<file path="config.mk">
export PLATFORM = sky130hd
export DESIGN_NAME = lsu_stage_flat
export DESIGN_NICKNAME = d
export VERILOG_FILES = /design/src/rtl/lsu_pkg.sv /design/src/rtl/lsu_if.sv /design/src/rtl/lsu_align.sv /design/src/rtl/lsu_stage.sv /design/src/flat_wrapper.sv
export SDC_FILE = /design/constraint.sdc
export NUM_CORES = 1
export LEC_CHECK = 0
export CELL_PAD_IN_SITES_DETAIL_PLACEMENT = 0
export CELL_PAD_IN_SITES_GLOBAL_PLACEMENT = 1
export CORE_MARGIN = 4
export CORE_UTILIZATION = 33
export DETAILED_ROUTE_END_ITERATION = 7
export PLACE_DENSITY = 0.95
export SETUP_SLACK_MARGIN = 0.1
export SYNTH_ARGS = -nofsm -noshare
export SYNTH_HDL_FRONTEND = slang
export SYNTH_SLANG_ARGS = --single-unit
export TNS_END_PERCENT = 100
</file>
<file path="constraint.sdc">
create_clock -name clk -period 3.1 [get_ports clk]
set_input_delay 0.31 -clock clk [delete_from_list [all_inputs] [get_ports clk]]
set_output_delay 0.31 -clock clk [all_outputs]
set_load 0.02 [all_outputs]
</file>
<file path="src/rtl/lsu_pkg.sv">
`default_nettype none
// ============================================================================
// Module      : lsu_pkg
// Description : Shared opcodes, access-size and state encodings, and
//               instruction field positions for the load/store stage.
// Revision    : 1.0 - initial parametrised release
// ============================================================================
package lsu_pkg;

    // Major opcodes the stage distinguishes
    localparam logic [6:0] c_opc_load  = 7'b0000011;
    localparam logic [6:0] c_opc_store = 7'b0100011;
    localparam logic [6:0] c_opc_jal   = 7'b1101111;
    localparam logic [6:0] c_opc_jalr  = 7'b1100111;
    localparam logic [6:0] c_opc_auipc = 7'b0010111;

    // Instruction field positions
    localparam int c_opcode_msb     = 6;
    localparam int c_funct3_lsb     = 12;
    localparam int c_funct3_uns_bit = 14;

    // Access size taken from funct3[1:0]
    typedef enum logic [1:0] {
        SIZE_B = 2'd0,
        SIZE_H = 2'd1,
        SIZE_W = 2'd2,
        SIZE_D = 2'd3
    } size_e;

    // Stage state machine encoding
    typedef enum logic [1:0] {
        ST_IDLE = 2'd0,
        ST_REQ  = 2'd1,
        ST_RESP = 2'd2
    } state_e;

    // Extract the access size from an instruction word
    function automatic size_e f_size(input logic [31:0] instr);
        return size_e'(instr[c_funct3_lsb+1:c_funct3_lsb]);
    endfunction

endpackage
`default_nettype wire

</file>
<file path="src/rtl/lsu_if.sv">
`default_nettype none
// ============================================================================
// Module      : lsu_if
// Description : EX->MEM hand-off, memory bus and MEM->WB hand-off signals of
//               the load/store stage. The slave modport is the stage's view,
//               the master modport is the surrounding pipeline/memory view.
// Revision    : 1.0 - initial parametrised release
// ============================================================================
interface lsu_if #(
    parameter int XLEN = 32
);
    localparam int BE_W = XLEN / 8;

    // EX -> MEM
    logic              EX_MEM_give_i;
    logic              MEM_EX_get_o;
    logic [31:0]       EX_MEM_instr_i;
    logic [XLEN-1:0]   EX_MEM_result_i;
    logic [XLEN-1:0]   EX_MEM_rs2_i;
    logic [XLEN-1:0]   EX_MEM_pc_i;
    // Memory bus
    logic [XLEN-1:0]   MEM_addr_o;
    logic [XLEN-1:0]   MEM_data_o;
    logic [BE_W-1:0]   MEM_be_o;
    logic              MEM_read_o;
    logic              MEM_write_o;
    logic [XLEN-1:0]   MEM_data_i;
    logic              MEM_valid_i;
    // MEM -> WB
    logic              WB_MEM_get_i;
    logic              MEM_WB_give_o;
    logic [31:0]       MEM_WB_instr_o;
    logic [XLEN-1:0]   MEM_WB_data_o;
    logic              MEM_WB_fault_o;

    modport slave (
        input  EX_MEM_give_i, EX_MEM_instr_i, EX_MEM_result_i, EX_MEM_rs2_i, EX_MEM_pc_i,
        input  MEM_data_i, MEM_valid_i, WB_MEM_get_i,
        output MEM_EX_get_o, MEM_addr_o, MEM_data_o, MEM_be_o, MEM_read_o, MEM_write_o,
        output MEM_WB_give_o, MEM_WB_instr_o, MEM_WB_data_o, MEM_WB_fault_o
    );

    modport master (
        output EX_MEM_give_i, EX_MEM_instr_i, EX_MEM_result_i, EX_MEM_rs2_i, EX_MEM_pc_i,
        output MEM_data_i, MEM_valid_i, WB_MEM_get_i,
        input  MEM_EX_get_o, MEM_addr_o, MEM_data_o, MEM_be_o, MEM_read_o, MEM_write_o,
        input  MEM_WB_give_o, MEM_WB_instr_o, MEM_WB_data_o, MEM_WB_fault_o
    );

endinterface
`default_nettype wire

</file>
<file path="src/rtl/lsu_align.sv">
`default_nettype none
// ============================================================================
// Module      : lsu_align
// Description : Combinational byte-lane logic. Store side: byte strobes,
//               lane-shifted data, effective size/offset and fault flag.
//               Load side: lane extraction and sign/zero extension.
//               Macro LSU_MISALIGN_FAULT_EN: misaligned or illegal-size
//               accesses raise the fault flag; otherwise the offset is forced
//               to size alignment and an illegal size is handled as a word.
// Revision    : 1.0 - initial parametrised release
// ============================================================================
module lsu_align
    import lsu_pkg::*;
#(
    parameter  int XLEN  = 32,
    localparam int BE_W  = XLEN / 8,
    localparam int OFF_W = $clog2(BE_W)
) (
    input  size_e             i_st_size,
    input  logic [OFF_W-1:0]  i_st_off,
    input  logic [XLEN-1:0]   i_st_data,
    output logic [BE_W-1:0]   o_st_be,
    output logic [XLEN-1:0]   o_st_lane_data,
    output logic [OFF_W-1:0]  o_st_eff_off,
    output size_e             o_st_eff_size,
    output logic              o_st_fault,
    input  size_e             i_ld_size,
    input  logic [OFF_W-1:0]  i_ld_off,
    input  logic              i_ld_unsigned,
    input  logic [XLEN-1:0]   i_ld_raw,
    output logic [XLEN-1:0]   o_ld_value
);

    logic              w_illegal;
    size_e             w_eff_size;
    logic [OFF_W-1:0]  w_low_mask;
    logic [BE_W-1:0]   w_byte_mask;
    logic [OFF_W-1:0]  w_eff_off;
    logic [XLEN-1:0]   w_ld_shifted;
    logic [XLEN-1:0]   w_ext_w;

    // A doubleword only exists on the 64-bit datapath
    assign w_illegal  = (i_st_size == SIZE_D) && (XLEN == 32);
    assign w_eff_size = w_illegal ? SIZE_W : i_st_size;

    // Offset bits that must be zero for an aligned access, and the strobe
    // pattern of the access before lane shifting
    always_comb begin
        w_low_mask  = '0;
        w_byte_mask = '0;
        for (int i = 0; i < OFF_W; i++) begin
            w_low_mask[i] = (i < int'(w_eff_size));
        end
        for (int i = 0; i < BE_W; i++) begin
            w_byte_mask[i] = (i < (1 << int'(w_eff_size)));
        end
    end

`ifdef LSU_MISALIGN_FAULT_EN
    assign w_eff_off  = i_st_off;
    assign o_st_fault = w_illegal || ((i_st_off & w_low_mask) != '0);
`else
    assign w_eff_off  = i_st_off & ~w_low_mask;
    assign o_st_fault = 1'b0;
`endif

    assign o_st_eff_off   = w_eff_off;
    assign o_st_eff_size  = w_eff_size;
    assign o_st_be        = w_byte_mask << w_eff_off;
    assign o_st_lane_data = i_st_data << {w_eff_off, 3'b000};

    // Bring the addressed lane down to bit 0 of the load result
    assign w_ld_shifted = i_ld_raw >> {i_ld_off, 3'b000};

    generate
        if (XLEN > 32) begin : g_word_ext
            assign w_ext_w = {{(XLEN-32){~i_ld_unsigned & w_ld_shifted[31]}}, w_ld_shifted[31:0]};
        end else begin : g_word_full
            assign w_ext_w = w_ld_shifted;
        end
    endgenerate

    // Extend the extracted lane to the full register width
    always_comb begin
        o_ld_value = w_ld_shifted;
        case (i_ld_size)
            SIZE_B:  o_ld_value = {{(XLEN-8){~i_ld_unsigned & w_ld_shifted[7]}}, w_ld_shifted[7:0]};
            SIZE_H:  o_ld_value = {{(XLEN-16){~i_ld_unsigned & w_ld_shifted[15]}}, w_ld_shifted[15:0]};
            SIZE_W:  o_ld_value = w_ext_w;
            default: o_ld_value = w_ld_shifted;
        endcase
    end

endmodule
`default_nettype wire

</file>
<file path="src/rtl/lsu_stage.sv">
`default_nettype none
// ============================================================================
// Module      : lsu_stage
// Description : Load/store pipeline stage between EX and WB. Issues one
//               memory request per load/store, extracts and extends load
//               data, and passes non-memory results straight through with a
//               one-cycle hand-off. Datapath width XLEN = 32 or 64.
//               Macro LSU_MISALIGN_FAULT_EN enables misalignment faults.
// Revision    : 1.0 - initial parametrised release
// ============================================================================
module lsu_stage
    import lsu_pkg::*;
#(
    parameter int XLEN = 32
) (
    input  logic  clk,
    input  logic  resetn_i,
    lsu_if.slave  bus
);

    localparam int BE_W  = XLEN / 8;
    localparam int OFF_W = $clog2(BE_W);

    state_e            r_state;
    logic [31:0]       r_instr;
    logic [XLEN-1:0]   r_mem_addr;
    logic [XLEN-1:0]   r_mem_data;
    logic [BE_W-1:0]   r_mem_be;
    logic              r_read;
    logic              r_write;
    size_e             r_ld_size;
    logic [XLEN-1:0]   r_wb_data;
    logic              r_wb_fault;
    logic              r_give;

    logic [6:0]        w_opcode;
    logic              w_is_load;
    logic              w_is_store;
    logic              w_is_mem;
    logic              w_is_link;
    logic              w_get;
    logic              w_ex_xfer;
    logic              w_wb_xfer;
    size_e             w_ex_size;
    logic [BE_W-1:0]   w_st_be;
    logic [XLEN-1:0]   w_st_data;
    logic [OFF_W-1:0]  w_st_off;
    size_e             w_st_size;
    logic              w_st_fault;
    logic [XLEN-1:0]   w_ld_value;

    assign w_opcode   = bus.EX_MEM_instr_i[c_opcode_msb:0];
    assign w_is_load  = (w_opcode == c_opc_load);
    assign w_is_store = (w_opcode == c_opc_store);
    assign w_is_mem   = w_is_load || w_is_store;
    assign w_is_link  = (w_opcode == c_opc_jal) || (w_opcode == c_opc_jalr);
    assign w_ex_size  = f_size(bus.EX_MEM_instr_i);

    // Accept from EX when empty, or when the held result leaves this cycle;
    // held low while reset is asserted so every output reads 0 in reset
    assign w_get     = resetn_i && ((r_state == ST_IDLE) ||
                                    ((r_state == ST_RESP) && bus.WB_MEM_get_i));
    assign w_ex_xfer = bus.EX_MEM_give_i && w_get;
    assign w_wb_xfer = r_give && bus.WB_MEM_get_i;

    // Store lanes and fault from the incoming instruction; load extraction
    // from the captured request and the returning bus word
    lsu_align #(
        .XLEN (XLEN)
    ) u_align (
        .i_st_size      (w_ex_size),
        .i_st_off       (bus.EX_MEM_result_i[OFF_W-1:0]),
        .i_st_data      (bus.EX_MEM_rs2_i),
        .o_st_be        (w_st_be),
        .o_st_lane_data (w_st_data),
        .o_st_eff_off   (w_st_off),
        .o_st_eff_size  (w_st_size),
        .o_st_fault     (w_st_fault),
        .i_ld_size      (r_ld_size),
        .i_ld_off       (r_mem_addr[OFF_W-1:0]),
        .i_ld_unsigned  (r_instr[c_funct3_uns_bit]),
        .i_ld_raw       (bus.MEM_data_i),
        .o_ld_value     (w_ld_value)
    );

    // Stage state machine: capture from EX, run the memory request, hold result for WB
    always_ff @(posedge clk) begin
        if (!resetn_i) begin
            r_state    <= ST_IDLE;
            r_instr    <= '0;
            r_mem_addr <= '0;
            r_mem_data <= '0;
            r_mem_be   <= '0;
            r_read     <= 1'b0;
            r_write    <= 1'b0;
            r_ld_size  <= SIZE_B;
            r_wb_data  <= '0;
            r_wb_fault <= 1'b0;
            r_give     <= 1'b0;
        end else if (w_ex_xfer) begin
            // New instruction, from IDLE or overlapping the WB hand-off
            r_instr    <= bus.EX_MEM_instr_i;
            r_ld_size  <= w_st_size;
            r_wb_fault <= w_is_mem && w_st_fault;
            if (w_is_mem && !w_st_fault) begin
                r_state    <= ST_REQ;
                r_give     <= 1'b0;
                r_read     <= w_is_load;
                r_write    <= w_is_store;
                r_mem_addr <= {bus.EX_MEM_result_i[XLEN-1:OFF_W], w_st_off};
                r_mem_be   <= w_is_store ? w_st_be : '0;
                r_mem_data <= w_is_store ? w_st_data : '0;
                r_wb_data  <= '0;
            end else begin
                // Non-memory ops and faulting accesses report the ALU result
                // (the address, for a fault); links report the return address
                r_state    <= ST_RESP;
                r_give     <= 1'b1;
                r_read     <= 1'b0;
                r_write    <= 1'b0;
                r_wb_data  <= w_is_link ? (bus.EX_MEM_pc_i + XLEN'(4)) : bus.EX_MEM_result_i;
            end
        end else begin
            case (r_state)
                ST_REQ: begin
                    if (bus.MEM_valid_i) begin
                        r_state    <= ST_RESP;
                        r_give     <= 1'b1;
                        r_read     <= 1'b0;
                        r_write    <= 1'b0;
                        r_mem_be   <= '0;
                        r_mem_data <= '0;
                        r_wb_data  <= r_read ? w_ld_value : '0;
                    end
                end
                ST_RESP: begin
                    if (w_wb_xfer) begin
                        r_state <= ST_IDLE;
                        r_give  <= 1'b0;
                    end
                end
                default: begin
                    r_state <= r_state;
                end
            endcase
        end
    end

    assign bus.MEM_EX_get_o   = w_get;
    assign bus.MEM_addr_o     = r_mem_addr;
    assign bus.MEM_data_o     = r_mem_data;
    assign bus.MEM_be_o       = r_mem_be;
    assign bus.MEM_read_o     = r_read;
    assign bus.MEM_write_o    = r_write;
    assign bus.MEM_WB_give_o  = r_give;
    assign bus.MEM_WB_instr_o = r_instr;
    assign bus.MEM_WB_data_o  = r_wb_data;
    assign bus.MEM_WB_fault_o = r_wb_fault;

endmodule
`default_nettype wire

</file>
<file path="src/flat_wrapper.sv">
// flat-port wrapper written by rule: the top's interface ports become plain ports
module lsu_stage_flat import lsu_pkg::*;
#(
    parameter int XLEN = 32
)
  (clk, resetn_i, bus_EX_MEM_give_i, bus_EX_MEM_instr_i, bus_EX_MEM_result_i, bus_EX_MEM_rs2_i, bus_EX_MEM_pc_i, bus_MEM_data_i, bus_MEM_valid_i, bus_WB_MEM_get_i, bus_MEM_EX_get_o, bus_MEM_addr_o, bus_MEM_data_o, bus_MEM_be_o, bus_MEM_read_o, bus_MEM_write_o, bus_MEM_WB_give_o, bus_MEM_WB_instr_o, bus_MEM_WB_data_o, bus_MEM_WB_fault_o);
  lsu_if #(.XLEN(XLEN)) bus_i ();
  input  logic clk;
  input  logic resetn_i;
  input wire logic [$bits(bus_i.EX_MEM_give_i)-1:0] bus_EX_MEM_give_i;
  input wire logic [$bits(bus_i.EX_MEM_instr_i)-1:0] bus_EX_MEM_instr_i;
  input wire logic [$bits(bus_i.EX_MEM_result_i)-1:0] bus_EX_MEM_result_i;
  input wire logic [$bits(bus_i.EX_MEM_rs2_i)-1:0] bus_EX_MEM_rs2_i;
  input wire logic [$bits(bus_i.EX_MEM_pc_i)-1:0] bus_EX_MEM_pc_i;
  input wire logic [$bits(bus_i.MEM_data_i)-1:0] bus_MEM_data_i;
  input wire logic [$bits(bus_i.MEM_valid_i)-1:0] bus_MEM_valid_i;
  input wire logic [$bits(bus_i.WB_MEM_get_i)-1:0] bus_WB_MEM_get_i;
  output wire logic [$bits(bus_i.MEM_EX_get_o)-1:0] bus_MEM_EX_get_o;
  output wire logic [$bits(bus_i.MEM_addr_o)-1:0] bus_MEM_addr_o;
  output wire logic [$bits(bus_i.MEM_data_o)-1:0] bus_MEM_data_o;
  output wire logic [$bits(bus_i.MEM_be_o)-1:0] bus_MEM_be_o;
  output wire logic [$bits(bus_i.MEM_read_o)-1:0] bus_MEM_read_o;
  output wire logic [$bits(bus_i.MEM_write_o)-1:0] bus_MEM_write_o;
  output wire logic [$bits(bus_i.MEM_WB_give_o)-1:0] bus_MEM_WB_give_o;
  output wire logic [$bits(bus_i.MEM_WB_instr_o)-1:0] bus_MEM_WB_instr_o;
  output wire logic [$bits(bus_i.MEM_WB_data_o)-1:0] bus_MEM_WB_data_o;
  output wire logic [$bits(bus_i.MEM_WB_fault_o)-1:0] bus_MEM_WB_fault_o;
  assign bus_i.EX_MEM_give_i = bus_EX_MEM_give_i;
  assign bus_i.EX_MEM_instr_i = bus_EX_MEM_instr_i;
  assign bus_i.EX_MEM_result_i = bus_EX_MEM_result_i;
  assign bus_i.EX_MEM_rs2_i = bus_EX_MEM_rs2_i;
  assign bus_i.EX_MEM_pc_i = bus_EX_MEM_pc_i;
  assign bus_i.MEM_data_i = bus_MEM_data_i;
  assign bus_i.MEM_valid_i = bus_MEM_valid_i;
  assign bus_i.WB_MEM_get_i = bus_WB_MEM_get_i;
  assign bus_MEM_EX_get_o = bus_i.MEM_EX_get_o;
  assign bus_MEM_addr_o = bus_i.MEM_addr_o;
  assign bus_MEM_data_o = bus_i.MEM_data_o;
  assign bus_MEM_be_o = bus_i.MEM_be_o;
  assign bus_MEM_read_o = bus_i.MEM_read_o;
  assign bus_MEM_write_o = bus_i.MEM_write_o;
  assign bus_MEM_WB_give_o = bus_i.MEM_WB_give_o;
  assign bus_MEM_WB_instr_o = bus_i.MEM_WB_instr_o;
  assign bus_MEM_WB_data_o = bus_i.MEM_WB_data_o;
  assign bus_MEM_WB_fault_o = bus_i.MEM_WB_fault_o;
  lsu_stage #(.XLEN(XLEN)) u_core (.clk(clk), .resetn_i(resetn_i), .bus(bus_i));
endmodule
</file>
==> metrics <==
core box area=0.0218 mm²; Register Area=0.00276 mm²; Final setup viols=0; Final period util=0.851; top_reg_cell synth=dfxtp_1; post-CTS setup buffers=0; most common cell after layout, fill and taps aside=clkdlybuf4s50_1; Hold Path Class=in2reg; slowest cell delay on critical path=0.59 ns; critical path endpoint category=register; async set or reset register ratio after synthesis=0; Post-synth EDFFs=0; pwr dens=443 mW/mm²; flops & latches, synth=138; area grow syn2layout=53.8%; first-pass GRT wire length=43700 µm; antenna diode count=0; Net Count, Synth=1063; Total Power=4.95 mW; Crit-path slowest cell=a21oi_1; via count of the first global-routing pass=7523; cts repair resizes=0; WP buf/inv=1; Die Height=156 µm; Via density=5.30; Synth warnings=0; Max Slew Vio Count=0; # DRC=0; Worst path top cell family by delay=compound AO/OA/AOI/OAI gates; CP max FO=7; synthesized area=0.00727 mm²; area of the multi-input gates=0.00424 mm²; dpl hpwl=22100 µm; Setup CP Type=reg2reg; Die ar.=0.0245 mm²; most frequent cells in the layout=299 x clkdlybuf4s50_1, 174 x nand2_1, 138 x dfxtp_1, 53 x nand3_1, 43 x o21ai_0; RePlAce Congestion=0.853; # H-tree levels=4; Non-Filler Instances=1464; remaining global-route overflow=0; Rows=54; sequential power share=0.385; outcome=complete, no violations; Cell variety after synth=67; WHS=0.411 ns; CTS max path bufs=2; Gate Count Post-Synth=894; clock latency on the worst-skew pair=0.43 ns; fmax=379 MHz; crit path DAT=3.01 ns; Critical R2R Launch=u_core.r_state[1]; Initial DRC Count=553; wire per inst=20.0 µm; sw frac=0.279; pin count of the biggest net entering global routing=78; I/O pin cnt=302; initial antenna violation count=0; clk sinks=138; CTS Buf Count=17; average cell area after synthesis=8.13 µm²; Net count, final=1340; fin crit period=2.64 ns; Clk pwr share=0.419; drt total wl=29300 µm; DR pass1 iterations=6; FILL cells=2054; routed via count=7752; worst path cell trace=inv_1 -> ha_1 -> a21oi_1 -> o21ai_1 -> or3_1 -> o211ai_1 -> o221a_2; final core utilization=0.514; Max VDD drop=329 µV; Setup TNS=0 ns; Internal=3.57 mW; Startpoint Class=register; Clock Pin Slew Worst Setup and Hold Paths=0.06 ns; hold_buf cts=0; P_sw=1.38 mW; Setup Skew=0.00820 ns; worst path required time=3.47 ns; layout cells sized above 1=0.0769; leakage power total=3.99 nW; max cap viols=0; RSZ-0062 raised after global routing=false; HP Start=bus_EX_MEM_instr_i[7]; slew margin rel.=0.489; Comb pwr share=0.195; DRT antenna net count=0; root buf cell=clkbuf_16; register area share after synthesis=0.380; Total Routing Usage GR=0.229; I/O Buffers=300; die width=156 µm; Initial Utilization=0.334; Slew @ Worst Pin=0.761 ns; DP Cell Count=1432; Hold Vio Cnt, Final=0; Worst Setup SP=u_core.r_state[1]; CTS tree=yes
-- per-stage QoR --
| stage | cell area (µm²) | setup slack [ns] |
|---|---|---|
| after floorplan | 7270 | 0.921 |
| final | 11200 | 0.461 |
| after global placement | 10600 | 0.218 |
| after global routing | 11200 | 0.279 |
| after CTS | 11200 | 0.271 |
| after detailed placement | 10600 | 0.131 |
-- synthesized netlist by cell type, drive strengths merged, types with 9 or more instances --
library cell | count | area share
o2bb2ai | 19 | 0.023
nand2 | 174 | 0.090
mux2 | 10 | 0.015
xnor2 | 11 | 0.013
nand4 | 10 | 0.011
nand3 | 53 | 0.036
mux2i | 33 | 0.045
clkbuf | 52 | 0.027
o21ai | 46 | 0.032
nor3 | 12 | 0.0089
a211oi | 10 | 0.010
a22oi | 10 | 0.010
nor2b | 23 | 0.020
a21oi | 40 | 0.028
buf | 16 | 0.011
nor2 | 33 | 0.017
a21boi | 39 | 0.040
inv | 11 | 0.0057
dfxtp | 138 | 0.38
o211ai | 9 | 0.0093
and2 | 17 | 0.015
-- power groups by stage --
stage / combinational (mW) / sequential [mW] / clock (mW)
after floorplan: 0.314 / 2.04 / 0
after global placement: 0.954 / 1.94 / 0
after detailed placement: 0.958 / 1.94 / 0
after CTS: 0.964 / 1.91 / 2.12
after global routing: 1.04 / 1.92 / 2.20
final: 0.967 / 1.91 / 2.07
-- worst paths after layout --
check,endpoint,slack [ns],depth (start not counted)
worst max-delay path,u_core.bus.MEM_WB_data_o[20],0.46,7
worst min-delay path,u_core.bus.MEM_WB_instr_o[7],0.41,3
worst max register to register,u_core.bus.MEM_WB_data_o[20],0.46,7
worst min register to register,u_core.bus.MEM_WB_instr_o[2],0.45,2
-- flip-flops by register name (all words and copies together) (netlist names) --
register	cells
u_core.r_state	2
u_core.bus.MEM_data_o	32
u_core.r_ld_size	2
u_core.bus.MEM_read_o	1
u_core.bus.MEM_be_o	4
u_core.bus.MEM_WB_data_o	32
u_core.bus.MEM_addr_o	32
u_core.bus.MEM_write_o	1
u_core.bus.MEM_WB_instr_o	32
-- worst min-delay path, cell delays in order --
cell             delay (ns)
clkdlybuf4s50_1        0.40
nand2_1                0.05
nand2_1                0.04
-- routing by layer --
metal,vias up,share of wire,global-route usage
met3,26,0.080,0.0702
met4,0,0.018,0.0612
met5,-,0,0
li1,3782,-,-
met2,299,0.47,0.370
met1,3645,0.43,0.297
-- layout make-up --
cell class | count | share of cell area
multi-input combinational | 677 | 0.379
timing repair buffer | 326 | 0.286
sequential | 138 | 0.247
clock buffer | 20 | 0.0408
tap | 280 | 0.0313
clock inverter | 12 | 0.0123
inverter | 11 | 0.00369
-- logic make-up (layout without fill, tap and decap cells) --
logic type      after synthesis  count (layout)  synth area share
simple gates                365             365             0.246
compound gates              249             249             0.241
buf+inv                      79             369            0.0435
mux                          45              45            0.0671
other cells                   1               1          0.000516
fa+ha+maj                     4               4           0.00688
flops                       138             138             0.380
xor+xnor                     13              13            0.0157
(Power assumes the default switching activity.)
==> patch: new RTL, config.mk and constraints unchanged <==
The 3 states of `state_e` get a one-hot encoding in 3 bits.
--- a/src/rtl/lsu_pkg.sv
+++ b/src/rtl/lsu_pkg.sv
@@ -28,10 +28,10 @@
     } size_e;
 
     // Stage state machine encoding
-    typedef enum logic [1:0] {
-        ST_IDLE = 2'd0,
-        ST_REQ  = 2'd1,
-        ST_RESP = 2'd2
+    typedef enum logic [2:0] {
+        ST_IDLE = 3'b001,
+        ST_REQ  = 3'b010,
+        ST_RESP = 3'b100
     } state_e;
 
     // Extract the access size from an instruction word
Function: no difference found for any inputs over 4 cycles, from zero or initial values and one cycle with resetn_i low; so few cycles prove little.
==> patch against the original RTL <==
Via count down 3.9%. Worst hold slack improved by 0.015 ns. Non-clock buffer count fell by 4. Setup slack improved by 0.29 ns. Sequential cell count increased by 1. Area after synthesis down 3.4%. Wire length is 5.2% lower. Design area is 2.6% lower. Power down 1.3%. Core utilization increased by 0.60 points.
==> patch: results (changes against the original RTL) <==
antenna violations before repair: 1 (+1)
Max stage delay cell, worst path: a21oi_2
Worst Path Max Fanout: 16 (+9)
Pleak: 3.863 nW (-3.1%)
share of post-route cells with drive strength above 1: 0.07666 (-0.0002001)
HPWL after detailed placement: 21.11 mm (-4.4%)
crit-path max cell delay: 0.61 ns (+0.02 ns)
FF-to-FF path depth: 6 (-1)
Psw: 1.265 mW (-8.4%)
Post-CTS Resized: 0 (unchanged)
asr flop ratio synth: 0 (unchanged)
global-route wire length before repair: 42.37 mm (-3.1%)
# Post-CTS Setup Buffers: 0 (unchanged)
clk_skew: 0.01174 ns (+0.003543 ns)
Nets: 1314 (-1.9%)
yosys warns: 0 (unchanged)
clock-pin slew on the worst setup and hold paths: 0.06 ns (about the same)
H-Tree Depth: 4 (unchanged)
Num CTS Buffers: 17 (unchanged)
maximum VDD drop: 0.3429 mV (+4.2%)
number of global-route vias before repair: 7444 (-1.1%)
drt via density: 5.185 (-2.1%)
ys flop type: dfxtp_1
status: finished, final reports clean
Slew HR: 0.4499 (-0.03873)
initial DRC count: 510 (-7.8%)
largest net degree at the start of global routing: 65 (-17%)
DRT Pass-1 Iters: 5 (-1)
GPL Wtd Cong: 0.8864 (+3.9%)
Post-Synthesis Net Count: 1038 (-2.4%)
Min-Delay Path Class: in2reg
Crit path max-delay family: compound AO/OA/AOI/OAI gates
Fill cells: 2012 (-2.0%)
Seq/Total Area, Yosys: 0.3963 (+0.01639)
global-route usage over all layers: 0.2249 (-0.003738)
synth cell count leaders: nand2_1 (178), dfxtp_1 (139), o21ai_0 (59), nor2_1 (54), clkbuf_1 (43)
diodes inserted: 0 (unchanged)
worst skew pair latency: 0.42 ns
CTS Root Buffer Type: clkbuf_16
WP data arrival: 2.70 ns (-0.31 ns)
drt total wl: 27.73 mm (-5.2%)
clk buf depth: 2 (unchanged)
main area contributors after synthesis: dfxtp_1 (40%), nand2_1 (9.5%), o21ai_0 (4.2%)
==> patch: changes by cell type in the layout (fill, tap and decap cells not counted), moves of 8 or more <==
| cell | change |
|---|---|
| a32oi_1 | -8 |
| o2bb2ai_1 | -19 |
| o21ai_0 | +16 |
| nor2_1 | +21 |
| nand3_1 | -12 |
| and2_1 | -13 |
| mux2i_1 | -9 |
| a22oi_1 | +15 |
| o211ai_1 | -9 |
| xor2_1 | +8 |
==> patch: cell type report <==
class,count,area [um2],share of cell area
clock inverters,10,138.9,0.01275
repair buffers,322,3178,0.2917
inverters,5,18.77,0.001722
well taps,275,344.1,0.03158
multi-input cells,663,3960,0.3634
flip-flops and latches,139,2783,0.2554
clock buffers,22,474.2,0.04352
==> patch: path summary, 6_finish.rpt <==
path                                                 to                                        from  slack (ns)
max           u_core.bus.MEM_WB_data_o[17]$_SDFFE_PN0P_              u_core.r_state[0]$_SDFFE_PN1P_        0.76
min          u_core.bus.MEM_WB_instr_o[18]$_SDFFE_PN0P_                      bus_EX_MEM_instr_i[18]        0.43
max reg2reg   u_core.bus.MEM_WB_data_o[17]$_SDFFE_PN0P_              u_core.r_state[0]$_SDFFE_PN1P_        0.76
min reg2reg  u_core.bus.MEM_WB_instr_o[21]$_SDFFE_PN0P_  u_core.bus.MEM_WB_instr_o[21]$_SDFFE_PN0P_        0.45
==> patch: power by group through the flow <==
stage	registers [mW]	clock network [mW]	logic [mW]
after floorplan	2.01	0	0.275
after global placement	1.94	0	0.847
after detailed placement	1.94	0	0.850
after CTS	1.90	2.16	0.855
after global routing	1.91	2.25	0.912
final	1.90	2.13	0.853
==> patch: cells by family after synthesis <==
logic type	Yosys count	synth area share
buf+inv	70	0.04169
mux	41	0.06147
simple gates	364	0.2418
flops	139	0.3963
other cells	1	0.0005341
fa+ha+maj	1	0.001782
compound gates	228	0.2215
xor+xnor	28	0.03492
==> patch: metal layers <==
layer | track usage | share of wire | vias to the layer above | wire, um
li1 | - | - | 3633 | -
met1 | 0.2605 | 0.40 | 3410 | 11080
met2 | 0.3831 | 0.48 | 346 | 13290
met3 | 0.08669 | 0.096 | 55 | 2649
met4 | 0.07233 | 0.025 | 2 | 703
met5 | 0 | 0.00047 | - | 13
==> patch: tightest hold or removal path: stages <==
cell and delay, ns:
clkdlybuf4s50_1 0.39, nand2_1 0.05, nand2_1 0.04
==> patch: per-stage QoR <==
step / power (mW) / std cells / instance area [um2] / worst slack [ns] / util
floorplan: 2.289 / 872 / 7022 / 0.9670 / -
detailed placement: 2.788 / 1404 / 10280 / 0.4169 / 0.4907
finish: 4.882 / 1436 / 10900 / 0.7555 / 0.5200
CTS: 4.918 / 1436 / 10900 / 0.7864 / 0.5200
global placement: 2.783 / 1404 / 10280 / 0.4713 / 0.4907
global route: 5.070 / 1436 / 10900 / 0.5829 / 0.5200
